**config.mk**
```make
export PLATFORM = sky130hd
export DESIGN_NAME = rotate_fb_reader
export DESIGN_NICKNAME = d
export VERILOG_FILES = /design/src/rtl/rotate_fb_reader_pkg.sv /design/src/rtl/rotate_fb_timing.sv /design/src/rtl/rotate_fb_reader.sv
export SDC_FILE = /design/constraint.sdc
export NUM_CORES = 1
export LEC_CHECK = 0
export ABC_AREA = 1
export ABC_CLOCK_PERIOD_IN_PS = 2200
export CAP_MARGIN = 30
export CORE_ASPECT_RATIO = 0.8
export CORE_MARGIN = 8
export CORE_UTILIZATION = 45
export CTS_CLUSTER_SIZE = 28
export DETAILED_ROUTE_END_ITERATION = 8
export DONT_BUFFER_PORTS = 1
export PLACE_DENSITY = 0.69
export SLEW_MARGIN = 20
export SYNTH_ARGS = -nofsm -noshare
export SYNTH_HDL_FRONTEND = slang
export SYNTH_HIERARCHICAL = 1
export SYNTH_SLANG_ARGS = --single-unit
```
**constraint.sdc**
```tcl
create_clock -name clk -period 2.2 [get_ports clk]
set_input_delay 0.22 -clock clk [delete_from_list [all_inputs] [get_ports clk]]
set_output_delay 0.22 -clock clk [all_outputs]
set_load 0.01 [all_outputs]
```
**src/rtl/rotate_fb_reader_pkg.sv**
```systemverilog
// Shared video definitions for the rotated frame-store reader.
// Holds the line/sync offsets, counter width, the reader FSM state type
// and a saturating counter helper used by the timing generator.
package rotate_fb_reader_pkg;

  // All position and blanking counters share this width.
  localparam int CNT_W = 16;

  // A line is HEIGHT active ticks plus this many blanking ticks.
  localparam int LINE_OFS = 18;

  // hsync covers ticks HEIGHT+HS_START_OFS .. HEIGHT+HS_END_OFS-1.
  localparam int HS_START_OFS = 8;
  localparam int HS_END_OFS   = 10;

  // vsync is raised after vblank line VS_SET_LINE, dropped after VS_CLR_LINE.
  localparam int VS_SET_LINE = 10;
  localparam int VS_CLR_LINE = 12;

  typedef enum logic [1:0] {
    S_WAIT  = 2'd0,
    S_FRAME = 2'd1,
    S_VBL   = 2'd2
  } fb_state_e;

  // Increment that sticks at all-ones instead of wrapping.
  function automatic logic [CNT_W-1:0] satInc(input logic [CNT_W-1:0] v);
    return (v == {CNT_W{1'b1}}) ? v : v + 1'b1;
  endfunction

endpackage

```
**src/rtl/rotate_fb_timing.sv**
```systemverilog
// Raster timing generator for rotate_fb_reader.
// Owns the xpos/ypos/vbcnt counters, the reader FSM, buffer-swap detection
// and the registered hsync/vsync/vblank/frame_start outputs.
// Ports:
//   clk_i, rst_ni    clock and asynchronous active-low reset
//   ce_i             output pixel enable (one tick)
//   buf_sel_i        buffer the writer is filling
//   xpos_o           current tick position within the line
//   active_o         current line carries picture data
//   swap_o           this tick is a line end with a buffer swap
//   hsync_o, vsync_o, vblank_o, frame_start_o   registered timing outputs
module rotate_fb_timing
  import rotate_fb_reader_pkg::*;
#(
  parameter int WIDTH  = 320,
  parameter int HEIGHT = 240,
  parameter int MARGIN = 4
) (
  input  logic             clk_i,
  input  logic             rst_ni,
  input  logic             ce_i,
  input  logic             buf_sel_i,
  output logic [CNT_W-1:0] xpos_o,
  output logic             active_o,
  output logic             swap_o,
  output logic             hsync_o,
  output logic             vsync_o,
  output logic             vblank_o,
  output logic             frame_start_o
);

  localparam logic [CNT_W-1:0] X_LAST   = CNT_W'(HEIGHT + LINE_OFS - 1);
  localparam logic [CNT_W-1:0] HS_SET   = CNT_W'(HEIGHT + HS_START_OFS);
  localparam logic [CNT_W-1:0] HS_CLR   = CNT_W'(HEIGHT + HS_END_OFS);
  localparam logic [CNT_W-1:0] Y_LAST   = CNT_W'(WIDTH + 2 * MARGIN - 1);
  localparam logic [CNT_W-1:0] Y_ACT_LO = CNT_W'(MARGIN);
  localparam logic [CNT_W-1:0] Y_ACT_HI = CNT_W'(WIDTH + MARGIN);
  localparam logic [CNT_W-1:0] VS_SET   = CNT_W'(VS_SET_LINE);
  localparam logic [CNT_W-1:0] VS_CLR   = CNT_W'(VS_CLR_LINE);

  logic [CNT_W-1:0] xpos_q, xpos_d;
  logic [CNT_W-1:0] ypos_q, ypos_d;
  logic [CNT_W-1:0] vbcnt_q, vbcnt_d;
  fb_state_e        state_q, state_d;
  logic             oldBuf_q, oldBuf_d;
  logic             hsync_q, hsync_d;
  logic             vsync_q, vsync_d;
  logic             vblank_q, vblank_d;
  logic             frameStart_q, frameStart_d;

  logic lineEnd;
  logic swap;

  assign lineEnd = ce_i && (xpos_q == X_LAST);
  assign swap    = lineEnd && (buf_sel_i != oldBuf_q);

  // A swap takes priority over every other line-end update, so a frame
  // that is just finishing (or still running) restarts instead of
  // falling into vertical blanking.
  always_comb begin
    xpos_d       = xpos_q;
    ypos_d       = ypos_q;
    vbcnt_d      = vbcnt_q;
    state_d      = state_q;
    oldBuf_d     = oldBuf_q;
    hsync_d      = hsync_q;
    vsync_d      = vsync_q;
    vblank_d     = vblank_q;
    frameStart_d = 1'b0;

    if (ce_i) begin
      xpos_d = lineEnd ? '0 : xpos_q + 1'b1;
      if (xpos_q == HS_SET) begin
        hsync_d = 1'b1;
      end else if (xpos_q == HS_CLR) begin
        hsync_d = 1'b0;
      end
    end

    if (lineEnd) begin
      oldBuf_d = buf_sel_i;
      if (swap) begin
        state_d      = S_FRAME;
        ypos_d       = '0;
        vbcnt_d      = '0;
        vsync_d      = 1'b0;
        vblank_d     = 1'b0;
        frameStart_d = 1'b1;
      end else begin
        case (state_q)
          S_FRAME: begin
            if (ypos_q == Y_LAST) begin
              state_d  = S_VBL;
              ypos_d   = '0;
              vbcnt_d  = '0;
              vblank_d = 1'b1;
            end else begin
              ypos_d = ypos_q + 1'b1;
            end
          end
          S_VBL: begin
            if (vbcnt_q == VS_SET) begin
              vsync_d = 1'b1;
            end else if (vbcnt_q == VS_CLR) begin
              vsync_d = 1'b0;
            end
            vbcnt_d = satInc(vbcnt_q);
          end
          default: begin
            state_d = state_q;
          end
        endcase
      end
    end
  end

  always_ff @(posedge clk_i or negedge rst_ni) begin
    if (!rst_ni) begin
      xpos_q       <= '0;
      ypos_q       <= '0;
      vbcnt_q      <= '0;
      state_q      <= S_WAIT;
      oldBuf_q     <= 1'b0;
      hsync_q      <= 1'b0;
      vsync_q      <= 1'b0;
      vblank_q     <= 1'b1;
      frameStart_q <= 1'b0;
    end else begin
      xpos_q       <= xpos_d;
      ypos_q       <= ypos_d;
      vbcnt_q      <= vbcnt_d;
      state_q      <= state_d;
      oldBuf_q     <= oldBuf_d;
      hsync_q      <= hsync_d;
      vsync_q      <= vsync_d;
      vblank_q     <= vblank_d;
      frameStart_q <= frameStart_d;
    end
  end

  assign xpos_o        = xpos_q;
  assign active_o      = (state_q == S_FRAME) && (ypos_q >= Y_ACT_LO) && (ypos_q < Y_ACT_HI);
  assign swap_o        = swap;
  assign hsync_o       = hsync_q;
  assign vsync_o       = vsync_q;
  assign vblank_o      = vblank_q;
  assign frame_start_o = frameStart_q;

endmodule

```
**src/rtl/rotate_fb_reader.sv**
```systemverilog
// Read side of the rotated double-buffered frame store.
// Scans the half of the RAM the writer is not filling and regenerates a
// raster of WIDTH lines by HEIGHT pixels with black margin lines.
// Ports:
//   clk, rst_n        video clock and asynchronous active-low reset
//   ce_out            output pixel enable
//   buf_sel           buffer currently being written
//   rd_addr           registered RAM read address
//   rd_data           RAM data, valid one clk after rd_addr
//   video_out         output pixel, 0 on margin lines and in blanking
//   hsync, vsync      sync outputs
//   hblank_out        horizontal blank, aligned with video_out
//   vblank_out        vertical blank
//   frame_start       one-clk pulse when a buffer swap restarts the frame
module rotate_fb_reader
  import rotate_fb_reader_pkg::*;
#(
  parameter int WIDTH  = 320,
  parameter int HEIGHT = 240,
  parameter int DEPTH  = 8,
  parameter int MARGIN = 4,
  parameter int AW     = 18
) (
  input  logic             clk,
  input  logic             rst_n,
  input  logic             ce_out,
  input  logic             buf_sel,
  output logic [AW-1:0]    rd_addr,
  input  logic [DEPTH-1:0] rd_data,
  output logic [DEPTH-1:0] video_out,
  output logic             hsync,
  output logic             vsync,
  output logic             hblank_out,
  output logic             vblank_out,
  output logic             frame_start
);

  // Buffer 0 occupies the low half of the RAM, buffer 1 the high half.
  localparam logic [AW-1:0]    BUF1_BASE = AW'(WIDTH * HEIGHT);
  localparam logic [CNT_W-1:0] X_ACT     = CNT_W'(HEIGHT);

  logic [CNT_W-1:0] xpos;
  logic             active;
  logic             swap;
  logic             pixTick;

  logic [AW-1:0]    rdAddr_q, rdAddr_d;
  logic [DEPTH-1:0] video_q, video_d;
  logic             hblank_q, hblank_d;
  logic             tickDly_q;
  logic             pixDly_q;
  logic [CNT_W-1:0] xposDly_q, xposDly_d;

  rotate_fb_timing #(
    .WIDTH  (WIDTH),
    .HEIGHT (HEIGHT),
    .MARGIN (MARGIN)
  ) uTiming (
    .clk_i         (clk),
    .rst_ni        (rst_n),
    .ce_i          (ce_out),
    .buf_sel_i     (buf_sel),
    .xpos_o        (xpos),
    .active_o      (active),
    .swap_o        (swap),
    .hsync_o       (hsync),
    .vsync_o       (vsync),
    .vblank_o      (vblank_out),
    .frame_start_o (frame_start)
  );

  assign pixTick = ce_out && active && (xpos < X_ACT);

  // The reader scans the buffer the writer just left, so a swap to
  // buf_sel=1 means the finished picture sits at address 0.
  always_comb begin
    rdAddr_d = rdAddr_q;
    if (swap) begin
      rdAddr_d = buf_sel ? '0 : BUF1_BASE;
    end else if (pixTick) begin
      rdAddr_d = rdAddr_q + 1'b1;
    end
  end

  // Second pipeline stage: one clk after a tick the RAM data for that
  // tick's address is valid, so pixel and hblank are resolved here using
  // the xpos/pixel flags captured at the tick.
  always_comb begin
    video_d   = video_q;
    hblank_d  = hblank_q;
    xposDly_d = ce_out ? xpos : xposDly_q;
    if (tickDly_q) begin
      video_d = pixDly_q ? rd_data : '0;
      if (xposDly_q == '0) begin
        hblank_d = 1'b0;
      end else if (xposDly_q == X_ACT) begin
        hblank_d = 1'b1;
      end
    end
  end

  always_ff @(posedge clk or negedge rst_n) begin
    if (!rst_n) begin
      rdAddr_q  <= '0;
      video_q   <= '0;
      hblank_q  <= 1'b1;
      tickDly_q <= 1'b0;
      pixDly_q  <= 1'b0;
      xposDly_q <= '0;
    end else begin
      rdAddr_q  <= rdAddr_d;
      video_q   <= video_d;
      hblank_q  <= hblank_d;
      tickDly_q <= ce_out;
      pixDly_q  <= pixTick;
      xposDly_q <= xposDly_d;
    end
  end

  assign rd_addr    = rdAddr_q;
  assign video_out  = video_q;
  assign hblank_out = hblank_q;

endmodule
```
==> metrics.yaml <==
violations: "hold timing"
drt_iter0_markers: 427
synth.area.top_cells: "dfrtp_1 41%, nand2_1 16%, nand3_1 7.2%"
die_h_microns: 119
synth_top_cell_area_share: 0.413
grt_pass1_wl_microns: 23800
critPathArrivalTime_ps: 2310
drtPass1Iterations: 5
grt_setup_unrepaired: "false"
holdWs_ps: -431
num_rows: 37
vias: 5175
slew_violations: 0
synth_nets: 838
finalInstanceArea_sq_um: 6700
finalWirelength_microns: 14000
cp_num_buf_inv: 4
grt.total_usage: 0.171
final_net_count: 874
rr_startpoint: "uTiming/ypos_q[9]"
syn_area_per_cell_sq_um: 7.28
worst-setup-path-type: "reg2reg"
min_path_type: "in2async"
synth_edf_count: 0
ys_seq_elements: 100
core_sq_um: 12900
synth_cell_type_count: 41
cp.depth: 13
hold_viol_final: 100
cts_hold_buf: 4
crit_fanout: 5
synth.largest_area_cell: "dfrtp_1"
ir_drop_uv: 356
cellPowerDensity_nw_per_um2: 609
cts_max_level: 3
syn2layout_area_growth_pct: 12.8
port_buffers: 0
status: "finished with violations"
crit_start: "uTiming/ypos_q[9]"
cp_data_required_time_ps: 2480
cts_made_buffers: 9
relSlewSlack: 0.564
num_antenna_cells: 0
rrSetupSlack_ps: 170
skew_ps: 6.62
antenna_found_initial: 0
endpoint_kind: "flop"
finalWeightedCongestion: 0.889
fillers: 1327
yosys_warnings: 6
rr_endpoint: "rd_addr[11]"
wl_per_cell_microns: 13.6
setup_violations: 0
start_util: 0.461
max_freq_mhz: 492
reg2regPathDepth: 13
worstPathCellList: "inv_1 > nand4_1 > nor2_1 > o311a_1 > inv_1 > nor2_1 > nand3_2 > nor2_4 > buf_6 > nand2_1 > inv_1 > nand2_1 > nand3_1"
fin_util: 0.520
root_buffer: "clkbuf_16"
cts_tree: "built"
antenna_left: 0
cts_max_path_buffers: 2
clk_latency_ps: 350
critical-path-top-delay-family: "simple AND/OR/NAND/NOR gates"
max_cap_viol_count: 0
worst_setup_path_start_kind: "flop"
worst_slew_pin_slew_ps: 652
grt_pass1_vias: 4800
cpMostUsedCell: "inv_1"
synth.most_common_cell: "nand2_1"
netlist_area_sq_um: 5940
die-area_sq_um: 17200
fp.dieW_microns: 144
seq_area_frac_synth: 0.422
post-route-drc-count: 0
synth-main-ff-cell: "dfrtp_1"
io_pins: 43
critPathCapture: "rd_addr[11]"
hpwl_microns: 10200
grt_max_degree: 101
critical_path.max_stage_delay_ps: 420
grt_overflow: 0
p_total_uw: 4070
cp_slowest_cell: "dfrtp_1"
path_clk_slew_ps: 70
synthArstFlopShare: 1.00
synthCells: 816
synth_commonest_cells: "251 x nand2_1, 112 x nor2_1, 98 x dfrtp_1, 87 x inv_1, 85 x nand3_1"
clock_sinks: 100
fin_crit_ps: 2030
placed_area_sq_um: 6310
p_leak_uw: 0.00333
layout-drive-gt1-share: 0.100
vias_per_cell: 5.01
finalCritPeriodShare: 0.923
## power by group
group          internal (uW)  leakage [uW]  switching [uW]  total, uW
combinational            192       0.00190             280        472
clock                    843      0.000140             724       1570
sequential              1950       0.00129            85.5       2040
## kinds of logic (layout without fill, tap and decap cells)
| logic type | after synthesis | count (layout) | share of synthesized area |
|---|---|---|---|
| DFF | 100 | 100 | 0.422 |
| buffers and inverters | 107 | 148 | 0.0765 |
| and+or+nand+nor | 514 | 514 | 0.377 |
| adders and majority gates | 10 | 10 | 0.0211 |
| AOI/OAI and AO/OA | 56 | 56 | 0.0575 |
| xor gates and xnor gates | 29 | 29 | 0.0459 |
## final cells by class
class / count / area, sq um / share of cell area
clock buffers: 11 / 253 / 0.0377
multi-input cells: 609 / 3000 / 0.447
inverters: 91 / 344 / 0.0514
well taps: 175 / 219 / 0.0327
clock inverters: 5 / 43.8 / 0.00654
repair buffers: 41 / 334 / 0.0499
flip-flops and latches: 100 / 2510 / 0.374
## worst min-delay path by stage
stage                     start  slack [ps]            endpoint
after global placement    rst_n         -70  uTiming/ypos_q[15]
after floorplan           rst_n         -80            pixDly_q
after CTS                 rst_n        -440  uTiming/ypos_q[14]
after detailed placement  rst_n         -70  uTiming/ypos_q[14]
final                     rst_n        -430  uTiming/ypos_q[13]
after global routing      rst_n        -450  uTiming/ypos_q[13]
## cells in the final DEF, fill, tap and decap left out, drive strengths merged
master         n
nand2        255
nor2         122
dfrtp         98
inv           92
nand3         89
buf           37
o21ai         28
nand4         25
xor2          21
nor3          17
a21oi         16
clkbuf        11
ha            10
xnor2          8
dlygate4sd3    4
nand3b         4
o21bai         3
o31ai          3
clkinvlp       2
dfstp          2
a211oi         2
clkinv         2
or2            1
o211ai         1
o311a          1
a31oi          1
and2           1
a21o           1
## state kept, by name, summed over array words and instances, names as in the netlist
signal,cells
uTiming/xpos_o,16
uTiming/hsync_o,1
uTiming/vsync_o,1
tickDly_q,1
uTiming/state_q,2
pixDly_q,1
xposDly_q,16
uTiming/vbcnt_q,16
hblank_out,1
uTiming/frame_start_o,1
uTiming/ypos_q,16
uTiming/oldBuf_q,1
rd_addr,18
uTiming/vblank_o,1
video_out,8
## metal layers
metal	vias up	track usage	part of all wire
li1	2684	-	-
met1	2373	0.244	0.51
met2	103	0.256	0.43
met3	15	0.0370	0.050
met4	0	0.0435	0.012
met5	-	0	0
## through the flow
stage | setup TNS, ps | setup WS (ps) | hold slack, ps | instances
2_1_floorplan | 0 | 310 | -75.6 | 816
3_5_place_dp | -501 | -155 | -69.1 | 1010
5_1_grt | 0 | 8.01 | -448 | 1032
4_1_cts | 0 | 43.6 | -445 | 1030
3_3_place_gp | -437 | -134 | -68.8 | 1010
6_report | 0 | 169 | -431 | 1032
## worst reg2reg max path: stages, from the launching register on
cell     delay, ps
dfrtp_1        420
inv_1          140
nand4_1        190
nor2_1         130
o311a_1        200
inv_1           50
nor2_1         110
nand3_2        110
nor2_4         160
buf_6          130
nand2_1         60
inv_1          140
nand2_1         80
nand3_1         70
## timing repair
action	4_1_cts	5_1_grt
buffers inserted	0	2
hold endpoints to repair	117	100
pin swaps	0	1
gates resized for setup	1	6
endpoints found under the setup margin	11	10
Note: power is estimated with default switching activity, not from simulation.
